===== config.mk =====
export PLATFORM = sky130hd
export DESIGN_NAME = fx2_slave_fifo_emu
export DESIGN_NICKNAME = d
export VERILOG_FILES = /design/src/rtl/fx2_pkg.sv /design/src/rtl/fx2_emu_fifo.sv /design/src/rtl/fx2_slave_fifo_emu.sv
export SDC_FILE = /design/constraint.sdc
export NUM_CORES = 1
export LEC_CHECK = 0
export CAP_MARGIN = 15
export CORE_ASPECT_RATIO = 0.5
export CORE_UTILIZATION = 32
export DETAILED_ROUTE_END_ITERATION = 12
export PLACE_DENSITY = 0.56
export SLEW_MARGIN = 20
export SYNTH_ARGS = -nofsm -noshare
export SYNTH_HDL_FRONTEND = slang
export SYNTH_HIERARCHICAL = 1
export SYNTH_SLANG_ARGS = --single-unit

===== constraint.sdc =====
create_clock -name IFCLK -period 10.9 [get_ports IFCLK]
set_clock_uncertainty 0.05 [all_clocks]
set_input_delay 1.635 -clock IFCLK [delete_from_list [all_inputs] [get_ports IFCLK]]
set_output_delay 1.635 -clock IFCLK [all_outputs]
set_load 0.1 [all_outputs]

===== src/rtl/fx2_pkg.sv =====
// Shared definitions for the FX2 slave-FIFO emulator: endpoint addresses,
// the EP6 entry layout and a saturating event counter helper.
package fx2_pkg;

    localparam logic [1:0] EP2 = 2'b00;
    localparam logic [1:0] EP4 = 2'b01;
    localparam logic [1:0] EP6 = 2'b10;
    localparam logic [1:0] EP8 = 2'b11;

    typedef struct packed {
        logic       last;
        logic [7:0] data;
    } ep6_entry_t;

    function automatic logic [7:0] sat_inc(input logic [7:0] value);
        return (value == 8'hFF) ? value : value + 8'd1;
    endfunction

endpackage


===== src/rtl/fx2_emu_fifo.sv =====
// Synchronous FIFO with combinational head and a strobe that marks the
// most recently written entry as the end of a packet (MSB of the word).
module fx2_emu_fifo #(
    parameter int WIDTH = 8,
    parameter int DEPTH = 16
) (
    input  logic                     clk,
    input  logic                     rst_n,
    input  logic                     push,
    input  logic [WIDTH-1:0]         push_data,
    input  logic                     pop,
    input  logic                     set_tail_last,
    output logic [WIDTH-1:0]         head,
    output logic [$clog2(DEPTH):0]   count,
    output logic                     full,
    output logic                     empty
);

    localparam int AW = $clog2(DEPTH);

    logic [WIDTH-1:0] mem [DEPTH];
    logic [AW:0]      wr_ptr_reg;
    logic [AW:0]      rd_ptr_reg;
    logic [AW-1:0]    tail_idx;
    logic             do_pop;
    logic             do_push;

    assign count    = wr_ptr_reg - rd_ptr_reg;
    assign full     = (count == (AW + 1)'(DEPTH));
    assign empty    = (count == '0);
    assign do_pop   = pop && !empty;
    // A same-cycle pop frees the slot for a push into a full FIFO.
    assign do_push  = push && (!full || do_pop);
    assign tail_idx = wr_ptr_reg[AW-1:0] - 1'b1;
    assign head     = mem[rd_ptr_reg[AW-1:0]];

    always_ff @(posedge clk or negedge rst_n) begin
        if (!rst_n) begin
            wr_ptr_reg <= '0;
            rd_ptr_reg <= '0;
        end else begin
            if (do_push) wr_ptr_reg <= wr_ptr_reg + 1'b1;
            if (do_pop)  rd_ptr_reg <= rd_ptr_reg + 1'b1;
        end
    end

    always_ff @(posedge clk) begin
        if (do_push)
            mem[wr_ptr_reg[AW-1:0]] <= push_data;
        else if (set_tail_last && !empty)
            mem[tail_idx][WIDTH-1] <= 1'b1;
    end

endmodule


===== src/rtl/fx2_slave_fifo_emu.sv =====
// FX2 side of the slave-FIFO interface: EP2 OUT FIFO read by the FPGA, EP6 IN
// FIFO written by the FPGA, with host-side stream ports and error counters.
module fx2_slave_fifo_emu
    import fx2_pkg::*;
#(
    parameter int DEPTH    = 16,
    parameter int PKT_SIZE = 512
) (
    input  logic       IFCLK,
    input  logic       reset,
    input  logic       SLOE,
    input  logic       SLRD,
    input  logic       SLWR,
    input  logic [1:0] FIFOADR,
    input  logic       PKTEND,
    input  logic [7:0] FDO,
    output logic [7:0] FDI,
    output logic       FLAGA,
    output logic       FLAGB,
    output logic       FLAGC,
    output logic       FLAGD,
    input  logic [7:0] host_out_data,
    input  logic       host_out_valid,
    output logic       host_out_ready,
    output logic [7:0] host_in_data,
    output logic       host_in_last,
    output logic       host_in_valid,
    input  logic       host_in_ready,
    output logic [7:0] underrun_cnt,
    output logic [7:0] overrun_cnt,
    output logic [7:0] zlp_cnt
);

    localparam int CW   = $clog2(DEPTH) + 1;
    localparam int PB_W = $clog2(PKT_SIZE) + 1;

    logic [7:0]    ep2_head;
    logic [CW-1:0] ep2_count;
    logic          ep2_full, ep2_empty;
    logic          ep2_rd, ep2_pop, ep2_push;

    ep6_entry_t    ep6_head, ep6_in;
    logic [CW-1:0] ep6_count;
    logic          ep6_full, ep6_empty;
    logic          ep6_wr, ep6_pop, ep6_accept;

    logic [PB_W-1:0] pkt_bytes_reg;
    logic [PB_W-1:0] pkt_inc;
    logic            wr_last;
    logic            pktend_only, tail_close;
    logic            ep6_tail_last_reg;
    logic            flaga_reg, flagc_reg;
    logic [7:0]      underrun_reg, overrun_reg, zlp_reg;

    assign ep2_rd   = SLRD && (FIFOADR == EP2);
    assign ep2_pop  = ep2_rd && !ep2_empty;
    assign ep2_push = host_out_valid && host_out_ready;

    assign ep6_wr     = SLWR && (FIFOADR == EP6);
    assign ep6_pop    = host_in_valid && host_in_ready;
    assign ep6_accept = ep6_wr && (!ep6_full || ep6_pop);

    assign pkt_inc     = pkt_bytes_reg + 1'b1;
    assign wr_last     = PKTEND || (pkt_inc == PB_W'(PKT_SIZE));
    assign ep6_in      = '{last: wr_last, data: FDO};
    // A bare PKTEND closes an open tail packet; with nothing open it is a ZLP.
    assign pktend_only = PKTEND && !SLWR && (FIFOADR == EP6);
    assign tail_close  = pktend_only && !ep6_empty && !ep6_tail_last_reg;

    fx2_emu_fifo #(.WIDTH(8), .DEPTH(DEPTH)) u_ep2 (
        .clk           (IFCLK),
        .rst_n         (reset),
        .push          (ep2_push),
        .push_data     (host_out_data),
        .pop           (ep2_pop),
        .set_tail_last (1'b0),
        .head          (ep2_head),
        .count         (ep2_count),
        .full          (ep2_full),
        .empty         (ep2_empty)
    );

    fx2_emu_fifo #(.WIDTH(9), .DEPTH(DEPTH)) u_ep6 (
        .clk           (IFCLK),
        .rst_n         (reset),
        .push          (ep6_accept),
        .push_data     (ep6_in),
        .pop           (ep6_pop),
        .set_tail_last (tail_close),
        .head          (ep6_head),
        .count         (ep6_count),
        .full          (ep6_full),
        .empty         (ep6_empty)
    );

    assign host_out_ready = !ep2_full;
    assign host_in_valid  = !ep6_empty;
    assign host_in_data   = ep6_empty ? 8'h00 : ep6_head.data;
    assign host_in_last   = !ep6_empty && ep6_head.last;
    assign FDI            = (SLOE && (FIFOADR == EP2) && !ep2_empty) ? ep2_head : 8'h00;

    assign FLAGA        = flaga_reg;
    assign FLAGB        = 1'b0;
    assign FLAGC        = flagc_reg;
    assign FLAGD        = 1'b0;
    assign underrun_cnt = underrun_reg;
    assign overrun_cnt  = overrun_reg;
    assign zlp_cnt      = zlp_reg;

    always_ff @(posedge IFCLK or negedge reset) begin
        if (!reset) begin
            flaga_reg         <= 1'b0;
            flagc_reg         <= 1'b0;
            pkt_bytes_reg     <= '0;
            ep6_tail_last_reg <= 1'b0;
            underrun_reg      <= 8'h00;
            overrun_reg       <= 8'h00;
            zlp_reg           <= 8'h00;
        end else begin
            // Flags follow the counts with one cycle of lag, as on the real part.
            flaga_reg <= (ep2_count != '0);
            flagc_reg <= (ep6_count < CW'(DEPTH));

            if (ep2_rd && ep2_empty)
                underrun_reg <= sat_inc(underrun_reg);
            if (ep6_wr && !ep6_accept)
                overrun_reg <= sat_inc(overrun_reg);

            if (ep6_accept) begin
                pkt_bytes_reg     <= wr_last ? '0 : pkt_inc;
                ep6_tail_last_reg <= wr_last;
            end else if (tail_close) begin
                pkt_bytes_reg     <= '0;
                ep6_tail_last_reg <= 1'b1;
            end else if (pktend_only) begin
                zlp_reg <= sat_inc(zlp_reg);
            end
        end
    end

endmodule


==> metrics.md, run 1 <==
| Metric | Value |
|---|---|
| Synthesized cell area | approximately 15000 um^2 |
| Worst Hold Class | flop to flop |
| WP data arrival | 4.79 ns |
| Clock transition at the registers of the reported paths | roughly 0.06 ns |
| Crit Path Max Fanout | 35 |
| Cells after synthesis | just under 900 |
| FMAX | about 150 MHz |
| Setup Crit Path Kind | flop to primary output |
| Final Setup Violations | 0 |
| Final net count | 1028 |
| CTS tree | yes |
| Vias | a little over 8000 |
| Layout cells sized above 1 | 0.193 |
| Sw frac | 0.398 |
| Seq pwr share | 0.345 |
| RR Startpoint | u_ep6/wr_ptr_reg[0]$_DFFE_PN0P_ |
| Final WS setup | 4.43 ns |
| Placed inst area | about 16000 um^2 |
| Logic gate share of total power | 0.426 |
| H-tree levels | 2 |
| Drt first-iter violations | between 700 and 800 |
| Leak | 5.68 nW |
| Dpl hpwl | 20800 um |
| Critical path required time | ~9.2 ns |
| Fin crit share | 0.594 |
| Final Critical Period | 6.47 ns |
| Power Internal | approximately 2.9 mW |
| Worst-Skew Late Latency | approximately 0.51 ns |
| Antenna-violating nets left | 0 |
| GR Overflow Total | 0 |
| Max-Cap Viols | 0 |
| Die ar. | around 47000 um^2 |
| WHS | roughly 0.44 ns |
| Number of I/O pins | 73 |
| Initial core utilization | 0.325 |
| DRC | 0 |
| Placed Instances | ~1500 |
| Final setup TNS | 0 ns |
| Yosys warnings | 6 |
| Initial antenna violation count | 0 |
| Hold Fails Final Rpt | 0 |
| Worst vdd ir | around 0.18 mV |
| Most frequent cells in the layout | edfxtp_1 (272), mux4_2 (85), clkdlybuf4s50_1 (69), dfrtp_1 (55), nor2_1 (42) |
| Cts bufs inserted | 35 |
| DRT Wirelength | 31700 um |
| Slew @ Worst Pin | ~1.1 ns |
| Clk root buf | clkbuf_16 |
| Routed vias/inst | 5.04 |
| Sw Pwr | 1.91 mW |
| Crit path from | u_ep2/rd_ptr_reg[1]$_DFFE_PN0P_ |
| GR Util All Layers | 0.138 |
| Finished Layout Cells | roughly 1600 |
| Port Buffer Count | 70 |
| Slew Viols, Final | 0 |
| Die width | approximately 300 um |
| Vias in the first global route | ~8400 |
| CTS Sinks | 329 |
| Largest net degree at the start of global routing | 58 |
| Area growth from synthesis to layout | 17.1% |
| Fill count | approximately 4000 |
| Pre-antenna DRT Iters | 5 |
| Slew HR | 0.267 |
| Die Y | 154 um |
| Crit path capture type | primary output |
| Status | completed |
| WL/cell | ~20 um |
| Post-CTS Setup Bufs | 0 |
| CTS max path bufs | 3 |
| Hold Crit Start | u_ep6/wr_ptr_reg[4]$_DFFE_PN0P_ |
| Largest register FFs | 144 |
| Core footprint | between 40000 and 50000 um^2 |
| Placement Setup Slack | between 4 and 5 ns |
| RSZ-0062 raised after global routing | false |
| Worst setup SP type | flop |
| First-pass GRT wire length | roughly 50000 um |
| Cts-stage hold buffer count | 0 |
| Post_cts resized | 0 |
| Commonest non-fill, non-tap cell in the layout | edfxtp_1 |
| Power Density | around 280 nW/um^2 |
| Ant diodes | 0 |
| Clock Power Share | 0.229 |
| Row count | 55 |
| Final instance area | ~17000 um^2 |
| Final Wtd Congestion | 0.827 |
| Syn_area_per_cell | between 15 and 20 um^2 |
critical path, cell delays in order (launching register included):
cell and delay [ns]:
dfrtp_1 0.32, buf_4 0.43, inv_1 0.18, fa_1 0.48
xor2_2 0.28, a2111o_2 0.21, a2bb2oi_4 0.12, nor3_1 0.84
and3_1 0.26, clkdlybuf4s50_1 1.13
layer usage:
layer | GRT usage | wire, um | share of wire | vias to the layer above
met5 | 0 | 0 | 0 | -
met4 | 0.0357 | 629 | 0.020 | 0
met3 | 0.0251 | 1160 | 0.037 | 54
met2 | 0.234 | 15900 | 0.50 | 132
met1 | 0.183 | 14000 | 0.44 | 4193
li1 | - | - | - | 3716
power by group through the flow:
| stage | sequential [mW] | clock, mW | combinational, mW |
|---|---|---|---|
| global placement | 1.68 | 0 | 2.02 |
| global route | 1.68 | 1.18 | 2.19 |
| detailed placement | 1.68 | 0 | 2.06 |
| CTS | 1.66 | 1.13 | 2.07 |
| floorplan | 1.72 | 0 | 1.52 |
| finish | 1.66 | 1.10 | 2.05 |
worst paths after layout:
check                                                   to  slack, ns  cells past startpoint
setup / recovery                                    FDI[3]       4.43                      9
hold / removal             u_ep6/wr_ptr_reg[4]$_DFFE_PN0P_       0.44                      1
setup reg to reg                u_ep6/mem[10][2]$_DFFE_PP_       5.03                     18
hold reg to reg            u_ep6/wr_ptr_reg[4]$_DFFE_PN0P_       0.44                      1
max in group asynchronous  u_ep6/rd_ptr_reg[0]$_DFFE_PN0P_       9.02                      2
min in group asynchronous      underrun_cnt[0]$_DFFE_PN0P_       1.21                      2
through the flow:
stage          utilization  total power [mW]
2_1_floorplan            -              3.23
3_3_place_gp         0.357              3.70
3_5_place_dp         0.357              3.75
4_1_cts              0.380              4.85
5_1_grt              0.380              5.05
6_report             0.380              4.81
cell type report:
class                   instances  area (um^2)  share of cell area
clock buffers                  41          920              0.0534
inverters                      37          144             0.00835
well taps                     598          748              0.0434
flip-flops and latches        329         9600               0.557
multi-input cells             496         4880               0.284
clock inverters                21          138             0.00799
repair buffers                 83          793              0.0461
Power figures use the tool's default switching activity.
==> run 2: changes to the inputs <==
- clock period: 10.9 -> 6.1 ns (I/O delays scaled with it)
==> metrics.md, run 2 (synthesized netlist as in run 1, its figures left out) <==
| Metric | Value |
|---|---|
| Placed inst area | 16200 um^2 (about the same) |
| Core footprint | 45300 um^2 (unchanged) |
| WHS | 0.444 ns (was 0.438 ns) |
| Seq pwr share | 0.352 (was 0.345) |
| Final Critical Period | between 5 and 6 ns |
| Final net count | 1033 (was 1028) |
| Highest Signal Layer | met4 (unchanged) |
| Placed Instances | 1552 (was 1543) |
| WL/cell | 19.8 um (was 19.7 um) |
| Critical path required time | 6.24 ns (was 9.22 ns) |
| Row count | 55 (unchanged) |
| Die ar. | 46900 um^2 (unchanged) |
| Sw Pwr | 3.37 mW (was 1.91 mW) |
| Leak | 5.67 nW (was 5.68 nW) |
| Critical-path top delay cell | nor2b_1 (was clkdlybuf4s50_1) |
| Die width | 305 um (unchanged) |
| Port Buffer Count | 70 (unchanged) |
| Final setup TNS | 0 ns (unchanged) |
| Clock Power Share | 0.215 (was 0.229) |
| FMAX | around 180 MHz |
| Clock transition at the registers of the reported paths | 0.07 ns (was 0.06 ns) |
| CP cell instances | inv_1, ha_1, inv_1, fa_1, xnor2_2, inv_2, a2111o_1, a2bb2o_2, inv_6, nand2b_1, inv_1, o21ai_0, inv_1, inv_1, nor3_1, nor4_4, a211oi_2, nor2b_1 (was buf_4, inv_1, fa_1, xor2_2, a2111o_2, a2bb2oi_4, nor3_1, and3_1, clkdlybuf4s50_1) |
| Largest register FFs | 144 (unchanged) |
| CTS Sinks | 329 (unchanged) |
| Most frequent cells in the layout | edfxtp_1 (272), mux4_2 (85), dfrtp_1 (55), clkdlybuf4s50_1 (51), nor2_1 (42) (was edfxtp_1 (272), mux4_2 (85), clkdlybuf4s50_1 (69), dfrtp_1 (55), nor2_1 (42)) |
| Commonest non-fill, non-tap cell in the layout | edfxtp_1 (unchanged) |
| Number of I/O pins | 73 (unchanged) |
| Ant diodes | 0 (unchanged) |
| Power Density | 492 nW/um^2 (was 279 nW/um^2) |
| Dpl hpwl | 21400 um (was 20800 um) |
| Setup Crit Path Kind | flop to flop (was flop to primary output) |
| GR Util All Layers | 0.136 (was 0.138) |
| Largest net degree at the start of global routing | 58 (unchanged) |
| Final Setup Violations | 0 (unchanged) |
| Post-CTS Setup Bufs | 0 (unchanged) |
| Worst-Skew Late Latency | 0.56 ns (was 0.51 ns) |
| Finished Layout Cells | 1604 (was 1605) |
| Worst vdd ir | 0.349 mV (was 0.181 mV) |
| Vias in the first global route | 8432 (was 8418) |
| CTS tree | yes (unchanged) |
| RSZ-0062 raised after global routing | false (unchanged) |
| Routed vias/inst | 5.12 (was 5.04) |
| Most used cell, CP | inv_1 |
| Die Y | 154 um (unchanged) |
| Fin crit share | 0.925 |
| Logic gate share of total power | 0.434 (was 0.426) |
| First-pass GRT wire length | 49700 um (was 49900 um) |
| GR Overflow Total | 0 (unchanged) |
| Crit path capture type | flop (was primary output) |
| Post_cts resized | 0 (unchanged) |
| Final Wtd Congestion | 0.836 (was 0.827) |
| Drt first-iter violations | 587 (was 720) |
| H-tree levels | 1 (was 2) |
| Util after Layout | 0.377 (was 0.380) |
| Slew Viols, Final | 0 (unchanged) |
| Worst setup SP type | flop (unchanged) |
| Slew @ Worst Pin | 0.985 ns (was 1.09 ns) |
| Worst Hold Class | flop to flop (unchanged) |
| Final instance area | 17100 um^2 (was 17200 um^2) |
| Crit Path Max Fanout | 19 (was 35) |
| Routed length on met1 | 14100 um (was 14000 um) |
| Initial core utilization | 0.325 (unchanged) |
| Sw frac | 0.400 (was 0.398) |
| DRC | 0 (unchanged) |
| Antenna-violating nets left | 0 (unchanged) |
| Hold Fails Final Rpt | 0 (unchanged) |
| Layout cells sized above 1 | 0.208 (was 0.193) |
| CTS max path bufs | 3 (unchanged) |
| Initial antenna violation count | 0 (unchanged) |
| Slew HR | 0.341 (was 0.267) |
| Area growth from synthesis to layout | 16.1% (was 17.1%) |
| Cts bufs inserted | 31 (was 35) |
| WP data arrival | 5.78 ns (was 4.79 ns) |
| Pre-antenna DRT Iters | 5 (unchanged) |
| Clk root buf | clkbuf_16 (unchanged) |
| Power Internal | 5.04 mW (was 2.90 mW) |
| Max incr delay on CP | 0.67 ns (was 1.13 ns) |
| Met3 routed wirelength | 1370 um (was 1160 um) |
| Status | completed (unchanged) |
| Met2 wire length | 15900 um (about the same) |
| DRT Wirelength | 31800 um (was 31700 um) |
| Vias | 8206 (was 8095) |
| Cts-stage hold buffer count | 0 (unchanged) |
| Max-Cap Viols | 0 (unchanged) |
==> run 2: changes by cell type in the layout (fill, tap and decap cells not counted), moves of 2 or more <==
cell             previous run  this run
buf_4                      13        40
clkdlybuf4s50_1            69        51
clkbuf_16                  36        31
clkinv_1                   10         6
a211oi_1                   19        22
a211oi_2                    6         3
clkbuf_1                    5         7
clkinv_2                    6         4
==> run 2: final timing paths <==
kind / start / to / slack, ns / depth (start not counted)
setup / recovery: u_ep6/wr_ptr_reg[0]$_DFFE_PN0P_ / u_ep6/mem[14][4]$_DFFE_PP_ / 0.46 / 18
hold / removal: underrun_cnt[5]$_DFFE_PN0P_ / underrun_cnt[5]$_DFFE_PN0P_ / 0.44 / 1
setup reg to reg: u_ep6/wr_ptr_reg[0]$_DFFE_PN0P_ / u_ep6/mem[14][4]$_DFFE_PP_ / 0.46 / 18
hold reg to reg: underrun_cnt[5]$_DFFE_PN0P_ / underrun_cnt[5]$_DFFE_PN0P_ / 0.44 / 1
max in group asynchronous: reset / u_ep2/rd_ptr_reg[0]$_DFFE_PN0P_ / 4.99 / 2
min in group asynchronous: reset / underrun_cnt[1]$_DFFE_PN0P_ / 0.45 / 2
==> run 2: area by class of cell <==
class / count / area, um^2
clock buffer: 38 / 802
clock inverter: 14 / 118
fill: 4185 / 28200
inverter: 37 / 144
multi-input combinational: 496 / 4860
sequential: 329 / 9600
tap: 598 / 748
timing repair buffer: 92 / 816
==> run 2: metrics by stage <==
stage / total power, mW / worst slack [ns]
6_report: 8.41 / 0.456
5_1_grt: 8.83 / 0.0166
3_3_place_gp: 6.59 / 0.781
4_1_cts: 8.49 / 0.430
3_5_place_dp: 6.67 / 0.483
2_1_floorplan: 5.77 / 0.752
==> run 2: critical path, delay by kind of cell, from the launching register on <==
kind            cells  cell delay (ns)
flops               1             0.46
fa+ha+maj           2             0.65
simple gates        4             1.44
xor+xnor            1             0.23
compound gates      4             1.40
buf+inv             7             1.04
==> run 2: power groups by stage <==
stage	registers (mW)	clock network (mW)	logic, mW
6_report	2.96	1.80	3.64
5_1_grt	2.99	1.94	3.90
4_1_cts	2.96	1.86	3.68
3_5_place_dp	3.00	0	3.67
3_3_place_gp	2.99	0	3.60
2_1_floorplan	3.07	0	2.71
==> run 2: per-layer routing <==
| layer | vias to the layer above | global-route usage |
|---|---|---|
| li1 | 3717 | - |
| met1 | 4302 | 0.184 |
| met2 | 155 | 0.232 |
| met3 | 32 | 0.0219 |
| met4 | 0 | 0.0278 |
| met5 | - | 0 |
==> run 3: changes to the inputs <==
- CTS_CLUSTER_SIZE: not set -> 20
==> results of run 3 <==
No change in the layout: final DEF, timing and power equal those of run 2.
